<file path="config.mk">
export PLATFORM = sky130hd
export DESIGN_NAME = uart_tx
export DESIGN_NICKNAME = d
export VERILOG_FILES = /design/src/rtl/uart_tx.sv
export SDC_FILE = /design/constraint.sdc
export NUM_CORES = 1
export LEC_CHECK = 0
export CORE_MARGIN = 2
export CORE_UTILIZATION = 54
export CTS_CLUSTER_SIZE = 40
export DETAILED_ROUTE_END_ITERATION = 8
export PLACE_DENSITY_LB_ADDON = 0.15
export SLEW_MARGIN = 20
export SYNTH_ARGS = -nofsm -noshare
export SYNTH_HDL_FRONTEND = slang
export SYNTH_SLANG_ARGS = --single-unit
</file>
<file path="constraint.sdc">
create_clock -name CLOCK_50 -period 3 [get_ports CLOCK_50]
set_input_delay 0.6 -clock CLOCK_50 [delete_from_list [all_inputs] [get_ports CLOCK_50]]
set_output_delay 0.6 -clock CLOCK_50 [all_outputs]
set_load 0.005 [all_outputs]
</file>
<file path="src/rtl/uart_tx.sv">
// 8-bit UART transmitter: start bit, 8 data bits LSB-first, optional parity, STOP_BITS stop bits.
// Optional parity stage is compiled in with `define UART_TX_PARITY_EN (sense chosen by PARITY_ODD).
module uart_tx #(
  parameter int CLKS_PER_BIT = 868,
  parameter int STOP_BITS    = 1,
  parameter int PARITY_ODD   = 0
) (
  input  logic       CLOCK_50,
  input  logic       s_reset_n,
  input  logic [7:0] tx_data,
  input  logic       tx_valid,
  output logic       tx_ready,
  output logic       tx,
  output logic       tx_busy,
  output logic       tx_done
);

  localparam int CNT_W = (CLKS_PER_BIT > 1) ? $clog2(CLKS_PER_BIT) : 1;
  localparam logic [CNT_W-1:0] CNT_MAX = CNT_W'(CLKS_PER_BIT - 1);
  localparam logic [2:0] STOP_LAST = 3'(STOP_BITS - 1);

  typedef enum logic [2:0] {
    IDLE   = 3'd0,
    START  = 3'd1,
    DATA   = 3'd2,
`ifdef UART_TX_PARITY_EN
    PARITY = 3'd3,
`endif
    STOP   = 3'd4
  } state_t;

  state_t           state, state_nxt;
  logic [CNT_W-1:0] baud_cnt, baud_cnt_nxt;
  logic [2:0]       bit_idx, bit_idx_nxt;
  logic [7:0]       data_reg;
  logic             tx_nxt;
  logic             done_nxt;
  logic             load;
  logic             baud_roll;

`ifdef UART_TX_PARITY_EN
  function automatic logic parity_bit(input logic [7:0] d);
    return (PARITY_ODD != 0) ? ~^d : ^d;
  endfunction
`endif

  assign baud_roll = (baud_cnt == CNT_MAX);
  assign tx_ready  = (state == IDLE);
  assign tx_busy   = (state != IDLE);

  always_comb begin
    state_nxt    = state;
    baud_cnt_nxt = baud_cnt + 1'b1;
    bit_idx_nxt  = bit_idx;
    done_nxt     = 1'b0;
    load         = 1'b0;
    case (state)
      IDLE: begin
        baud_cnt_nxt = '0;
        bit_idx_nxt  = '0;
        if (tx_valid) begin
          state_nxt = START;
          load      = 1'b1;
        end
      end
      START: begin
        if (baud_roll) begin
          state_nxt    = DATA;
          baud_cnt_nxt = '0;
          bit_idx_nxt  = '0;
        end
      end
      DATA: begin
        if (baud_roll) begin
          baud_cnt_nxt = '0;
          if (bit_idx == 3'd7) begin
            bit_idx_nxt = '0;
`ifdef UART_TX_PARITY_EN
            state_nxt   = PARITY;
`else
            state_nxt   = STOP;
`endif
          end else begin
            bit_idx_nxt = bit_idx + 3'd1;
          end
        end
      end
`ifdef UART_TX_PARITY_EN
      PARITY: begin
        if (baud_roll) begin
          state_nxt    = STOP;
          baud_cnt_nxt = '0;
          bit_idx_nxt  = '0;
        end
      end
`endif
      STOP: begin
        // bit_idx doubles as the stop-bit counter
        if (baud_roll) begin
          baud_cnt_nxt = '0;
          if (bit_idx == STOP_LAST) begin
            state_nxt   = IDLE;
            bit_idx_nxt = '0;
            done_nxt    = 1'b1;
          end else begin
            bit_idx_nxt = bit_idx + 3'd1;
          end
        end
      end
      default: begin
        state_nxt    = IDLE;
        baud_cnt_nxt = '0;
        bit_idx_nxt  = '0;
      end
    endcase

    // line level follows the next state so tx stays aligned with state
    case (state_nxt)
      START:   tx_nxt = 1'b0;
      DATA:    tx_nxt = data_reg[bit_idx_nxt];
`ifdef UART_TX_PARITY_EN
      PARITY:  tx_nxt = parity_bit(data_reg);
`endif
      default: tx_nxt = 1'b1;
    endcase
  end

  always_ff @(posedge CLOCK_50) begin
    if (!s_reset_n) begin
      state    <= IDLE;
      baud_cnt <= '0;
      bit_idx  <= '0;
      tx       <= 1'b1;
      tx_done  <= 1'b0;
    end else begin
      state    <= state_nxt;
      baud_cnt <= baud_cnt_nxt;
      bit_idx  <= bit_idx_nxt;
      tx       <= tx_nxt;
      tx_done  <= done_nxt;
    end
  end

  always_ff @(posedge CLOCK_50) begin
    if (load) data_reg <= tx_data;
  end

endmodule
</file>
### Word level (Yosys, flattened, before mapping)

Index checks and enable logic that the tools add are counted.

| storage, ports and cells | value |
|---|---|
| logic and storage cells | 43 |
| input port bits | 11 |
| output and inout bits | 4 |
| bits in registers | 26 |

| cells by class | value |
|---|---|
| eq/ne operators | 7 |
| add/sub/neg operators | 2 |
| bitwise gates (word level) | 2 |
| reductions and logical operators | 6 |
| muxes and demuxes | 19 |
| $lt $le $gt $ge | 1 |

Operator list:

| kind | number |
|---|---|
| $mux W3 | 11 |
| $pmux W3 S4 | 1 |
| $add A10 B1 Y10 const B | 1 |
| $eq A10 B10 Y1 const B | 1 |
| $pmux W3 S3 | 1 |
| $eq A3 B1 Y1 const B | 2 |
| $eq A3 B2 Y1 const B | 2 |
| $eq A3 B3 Y1 const B | 2 |
| $logic_not A3 Y1 | 2 |
| $reduce_or A3 Y1 | 2 |
| $lt A3 B4 Y1 const B | 1 |
| $mux W1 | 4 |
| $add A3 B1 Y3 const B | 1 |
| $bmux W1 S3 | 1 |
| $reduce_and A3 Y1 | 1 |
| $reduce_bool A3 Y1 | 1 |
| $not A1 Y1 | 2 |
| $pmux W1 S2 | 1 |

### Logic depth before layout (Yosys ltp)

Gate-level depths: netlist of the first run.

| depth | value |
|---|---|
| depth in word-level cells | 7 |
| gate-level depth with buffers | 9 |
| mapped depth without buffers | 9 |

### Worst setup path before layout of the first run

Ideal clock, no wire load.

| path | value |
|---|---|
| kind | register -> register |
| from | register baud_cnt[0] |
| to | register tx |
| buffers on the path | 0 |
| clock period less this slack | 2532 ps |
| required time | 2881 ps |
| library setup time | 119 ps |
| arrival time | 2414 ps |
| setup slack | 468 ps |
| stages on the path, launching flop included | 9 |
| path through | dfxtp_1 ha_1 or3b_4 nor4_4 and3b_1 a41oi_4 mux2_1 a2bb2o_4 o21ai_2 |

| between the ends | value |
|---|---|
| cells in the longest elaborated chain, start to end | 6 |
| elaborated cells on any way between the ends | 14 |
| those cells by class | eq/ne: 3; mux: 11 |

RTL lines:

| element | line | text |
|---|---|---|
| from (decl) | 33 | `logic [CNT_W-1:0] baud_cnt, baud_cnt_nxt;` |
| from (signal assigned) | 137 | `baud_cnt <= baud_cnt_nxt;` |
| $eq A10 B10 Y1 (*) | 47 | `assign baud_roll = (baud_cnt == CNT_MAX);` |
| $mux W3, on equally long branches | 99, 67, 74 |  |
| $pmux W3 S3 | 57 | `case (state)` |
| $bmux W1 S3 | 120 | `DATA: tx_nxt = data_reg[bit_idx_nxt];` |
| $mux W1 (implied by the code) | 120 |  |
| $pmux W1 S2 (*) | 118 | `case (state_nxt)` |
| to (signal assigned) | 139 | `tx <= tx_nxt;` |
| to (decl) | 13 | `output logic tx,` |

Mark *: on every way between the ends. The rest lies on a longest branch, timed or not. The select of a mux whose other input is x is not followed.
A chain may end at the register's enable or synchronous reset.

### Worst setup path after layout of the first run

Ends and elaborated chain as after synthesis.

==> metrics.txt, run 1 <==
status finished clean; mapped cell area 1261 µm²; DP HPWL 1803 µm; max reg flops 10; remaining antenna violation count after routing 0; DRC 0; pwr dens 443.4 nW/µm²; max-slew violation count 0; Ports 15; post-CTS sizing 0; peak supply drop 355.5 µV; period utilisation layout 80.08%; 1st-iter DRT viols 19; # rows 17; crit-path max cell delay 0.40 ns; Syn Area/Cell 10.25 µm²; Routed WL 2282 µm; cell family with the largest share of critical-path delay simple AND/OR/NAND/NOR gates; Min-Delay Path Class reg2reg; number of global-route vias before repair 900; GRT overflow 0; 1st-pass router iterations 4; clk_lat worst skew 0.33 ns; CTS Hold Bufs 0; P&R area growth vs syn 17.66%; crit path time final 2.402 ns; GP Congestion 0.8239; Yosys cell types 41; worst clock skew 0.007131 ns; Critical Path AT 2.64 ns; total number of yosys warnings 0; Hold Vio Cnt, Final 0; largest net degree at the start of global routing 16; element type at the critical path start register; Critical Path, Cell by Cell ha_1, or3b_4, nor4_4, and3b_1, a41oi_4, mux2_1, a2bb2o_4, o21ai_2; Syn Inst Count 123; global-route wire length before repair 4043 µm; layout cells sized above 1 7.914%; setup_tns 0 ns; wire per inst 13.66 µm; via/cell ratio 5.521; clock transition at the registers of the reported paths 0.14 ns; Synth Net Count 138; CP Class reg2reg; Antenna diodes 0; post-synthesis sequential area ratio 47.62%; IO buf count 14; Crit. End Element register; die area 2738 µm²; initial antenna violation count 0; Least-Margin Pin Slew 0.4686 ns; total CTS buffers 3; Bufs on Longest Clock Path 2; final setup fails 0; headroom to the max-slew limit 68.57%; Sink Count 26; CTS tree built; Lkg Pwr 0.5363 nW; critical-path maximum fanout 5; Post-synth EDFFs 8; post-CTS setup buffers 0; Die Height 52.33 µm; Placement Cell Area 1431 µm²; Initial Utilization 57.01%; die width 52.33 µm; Vias 922; Async SR Flop Fraction 0%; aggregate global-route resource usage 20.47%; Maximum Capacitance Violations 0; nets 155; WP buf/inv 0; final instance area 1484 µm²; flops & latches, synth 26; total core area 2212 µm²; htree depth 1; RSZ-0062 raised after global routing no; fmax 0.4163 GHz; Main synth FF type dfxtp_1; CTS root buffer clkbuf_4; WP data required 3.24 ns; slowest cell on the critical path dfxtp_1
[routing by layer]
layer / track usage, % / vias up / wire [µm] / part of all wire (%)
met3: 7.143 / 4 / 117 / 5.1
met2: 33.75 / 24 / 1100 / 48
met1: 25.50 / 430 / 1042 / 46
met4: 5.128 / 0 / 23 / 1.0
li1: - / 464 / - / -
met5: 0 / - / 0 / 0
[cell type report]
class,instances,area [µm²]
fill,181,728.2
multi-input combinational,88,625.6
sequential,26,600.6
timing repair buffer,15,147.6
tap,28,35.03
clock inverter,1,30.03
clock buffer,3,22.52
inverter,6,22.52
[power by group]
part | leakage, nW | total, mW | internal [mW] | switching [mW]
clock network | 0.0279 | 0.240 | 0.135 | 0.105
registers | 0.222 | 0.379 | 0.372 | 0.00649
logic | 0.286 | 0.0392 | 0.0227 | 0.0166
[cells by family after synthesis]
logic type,share of synthesized area [%]
flops,47.62
mux,3.274
buf+inv,2.777
compound gates,11.41
fa+ha+maj,4.762
xor+xnor,6.944
simple gates,23.22
[cells in the mapped netlist (all sizes together), types with 2 or more instances]
cell type	number	area share [%]
a211oi	3	1.8
and3	2	1.1
clkbuf	2	0.60
dfxtp	18	29
edfxtp	8	19
ha	4	4.0
inv	6	1.8
mux2i	3	2.4
nand2	8	2.4
nand2b	2	0.99
nand3	6	2.4
nor2	16	4.8
nor2b	5	2.5
nor3	4	1.6
nor4	3	2.7
o21ai	3	1.5
xnor2	5	3.5
xor2	5	3.5
[path summary, 6_finish.rpt]
check,slack (ns),startpoint,end,cells past startpoint
worst max register to register,0.60,baud_cnt[0]$_SDFF_PP0_,tx$_SDFF_PN1_,8
worst min-delay path,0.49,baud_cnt[0]$_SDFF_PP0_,baud_cnt[0]$_SDFF_PP0_,1
worst min register to register,0.49,baud_cnt[0]$_SDFF_PP0_,baud_cnt[0]$_SDFF_PP0_,1
worst max-delay path,0.60,baud_cnt[0]$_SDFF_PP0_,tx$_SDFF_PN1_,8
[per-stage QoR]
step	instances	hold WS [ns]	power [mW]	worst slack, ns	utilization (%)
2_1_floorplan	123	0.4298	0.4013	0.4676	-
3_3_place_gp	163	0.4437	0.4247	0.6715	64.71
3_5_place_dp	163	0.4580	0.4262	0.6051	64.71
4_1_cts	167	0.4880	0.6592	0.5878	67.08
5_1_grt	167	0.5230	0.6831	0.4346	67.08
6_report	167	0.4853	0.6580	0.5977	67.08
[layout by cell type (no fill, tap or decap), types with 2 or more instances in the layout]
| master | instances |
|---|---|
| ha_1 | 4 |
| clkbuf_4 | 3 |
| xor2_1 | 5 |
| inv_1 | 6 |
| a211oi_1 | 3 |
| edfxtp_1 | 8 |
| dfxtp_1 | 18 |
| o21ai_0 | 2 |
| nand3_1 | 6 |
| clkdlybuf4s50_1 | 14 |
| xnor2_1 | 5 |
| nand2_1 | 8 |
| nor2_1 | 16 |
| nor2b_1 | 5 |
| nor4_1 | 2 |
| nand2b_1 | 2 |
| nor3_1 | 4 |
| mux2i_1 | 3 |
No activity file was read; power rests on OpenSTA's default activity.
==> run 2: changes to the inputs <==
CORE_UTILIZATION = 49   (was 54)
clock period = 2 ns   (was 3 ns; I/O delays follow)
==> run 2 against run 1 <==
Against the previous run:
- the flow now finishes with violations (setup timing)
- maximum frequency is 8.7% higher
- global-route usage shrank 2.1 points
- cell area up 10%
- largest power group unchanged
- first-iteration DRC count down 37%
- worst hold slack improved by 0.049 ns
- power is 31% higher
- via count rose by 4.6%
- core utilization decreased by 0.47 points
==> metrics.txt, run 2 (synthesized netlist as in run 1, its figures left out) <==
status finished with violations (was finished clean); failing checks setup timing; DRC 0 (unchanged); Vias 964 (was 922); clock transition at the registers of the reported paths 0.13 ns (was 0.14 ns); Least-Margin Pin Slew 0.3396 ns (was 0.4686 ns); Hold Worst Slack 0.5344 ns (was 0.4853 ns); layout cells sized above 1 23.90% (was 7.914%); Maximum Capacitance Violations 0 (unchanged); total core area 2455 µm² (was 2212 µm²); 1st-iter DRT viols 12 (was 19); Die Height 54.74 µm (was 52.33 µm); clk_lat worst skew 0.32 ns (was 0.33 ns); total CTS buffers 3 (unchanged); IO buf count 14 (unchanged); CP Class reg2reg (unchanged); die area 2996 µm² (was 2738 µm²); max reg flops 10 (unchanged); Bufs on Longest Clock Path 2 (unchanged); critical-path maximum fanout 5 (unchanged); Antenna diodes 0 (unchanged); aggregate global-route resource usage 18.39% (was 20.47%); CTS tree built (unchanged); WP data required 2.22 ns (was 3.24 ns); pwr dens 526.4 nW/µm² (was 443.4 nW/µm²); Lkg Pwr 0.6273 nW (was 0.5363 nW); final instance area 1635 µm² (was 1484 µm²); Critical Path AT 2.43 ns (was 2.64 ns); Filler cells 194 (was 181); Ports 15 (unchanged); GRT overflow 0 (unchanged); Setup WS pre-CTS -0.2574 ns (was 0.6051 ns); Min-Delay Path Class reg2reg (unchanged); fmax 0.4525 GHz (was 0.4163 GHz); Initial Utilization 51.38% (was 57.01%); # rows 18 (was 17); final worst slack -0.2102 ns (was 0.5977 ns); period utilisation layout 110.5% (was 80.08%); peak supply drop 450.6 µV (was 355.5 µV); max-slew violation count 0 (unchanged); die width 54.74 µm (was 52.33 µm); 1st-pass router iterations 4 (unchanged); headroom to the max-slew limit 77.36% (was 68.57%); remaining antenna violation count after routing 0 (unchanged); P&R area growth vs syn 29.66% (was 17.66%); final core occ 66.62% (was 67.08%); element type at the critical path start register (unchanged); commonest cells after routing, fill and taps aside 21 x buf_4, 16 x nor2_1, 14 x dfxtp_1, 14 x clkdlybuf4s50_1, 8 x edfxtp_1 (was 18 x dfxtp_1, 16 x nor2_1, 14 x clkdlybuf4s50_1); Hold Vio Cnt, Final 0 (unchanged); global-route wire length before repair 3815 µm (was 4043 µm); most common cell after layout, fill and taps aside buf_4 (was dfxtp_1); RSZ-0062 raised after global routing yes (was no); Routed WL 2392 µm (was 2282 µm); DP HPWL 1895 µm (was 1803 µm); initial antenna violation count 0 (unchanged); GP Congestion 0.7628 (was 0.8239); Sink Count 26 (unchanged); nets 175 (was 155); final setup fails 2 (was 0); Crit. End Element register (unchanged); htree depth 1 (unchanged); wire per inst 12.66 µm (was 13.66 µm); CTS root buffer clkbuf_4 (unchanged); CTS Hold Bufs 0 (unchanged); crit path time final 2.210 ns (was 2.402 ns); Placement Cell Area 1603 µm² (was 1431 µm²); number of global-route vias before repair 873 (was 900); worst clock skew 0.001673 ns (was 0.007131 ns); largest net degree at the start of global routing 15 (was 16); via/cell ratio 5.101 (was 5.521)
==> run 2: cell type report <==
cell class                 instances  area (µm²)  area share, %
timing repair buffer              35       297.8          18.21
tap                               30       37.54          2.295
multi-input combinational         88       645.6          39.48
sequential                        26       605.6          37.03
inverter                           6       22.52          1.377
clock buffer                       4       26.28          1.607
==> run 2: worst paths after layout <==
path / from / to / cells past startpoint / slack (ns)
worst max-delay path: baud_cnt[1]$_SDFF_PP0_ / tx$_SDFF_PN1_ / 8 / -0.21
worst min-delay path: baud_cnt[9]$_SDFF_PP0_ / baud_cnt[9]$_SDFF_PP0_ / 2 / 0.53
worst max register to register: baud_cnt[1]$_SDFF_PP0_ / tx$_SDFF_PN1_ / 8 / -0.21
worst min register to register: baud_cnt[9]$_SDFF_PP0_ / baud_cnt[9]$_SDFF_PP0_ / 2 / 0.53
==> run 2: stage by stage <==
step,instances,total power [mW],setup TNS (ns)
after floorplan,123,0.6042,-0.5027
after global placement,185,0.6462,-0.2389
after detailed placement,185,0.6486,-0.2574
after CTS,189,0.8703,-0.3010
after global routing,189,0.9039,-0.5211
final,189,0.8609,-0.2871
==> run 2: power breakdown <==
group	switching (mW)	total, mW	internal (mW)
logic	0.0301	0.0707	0.0405
clock network	0.146	0.224	0.0781
registers	0.00739	0.566	0.559
total	0.183	0.861	0.677
==> run 2: metal layers <==
metal | up-vias | GRT usage (%) | wire length (µm)
li1 | 504 | - | -
met1 | 443 | 24.91 | 1114
met2 | 13 | 29.37 | 1177
met3 | 4 | 3.279 | 64
met4 | 0 | 6.250 | 35
met5 | - | 0 | 0
==> run 2: timing repair <==
action / CTS / global route
endpoints found under the setup margin: 3 / 12
pin swaps: 1 / 0
resized for setup: 3 / 1
cloned: 0 / 0
buffers inserted: 0 / 0
==> run 2: worst max-delay path: stages (launching register included) <==
cell	delay, ns
dfxtp_2	0.37
ha_4	0.13
or3b_4	0.38
nor4_4	0.15
and3b_2	0.25
a41oi_4	0.26
mux2_4	0.33
a2bb2o_4	0.21
o21ai_2	0.04
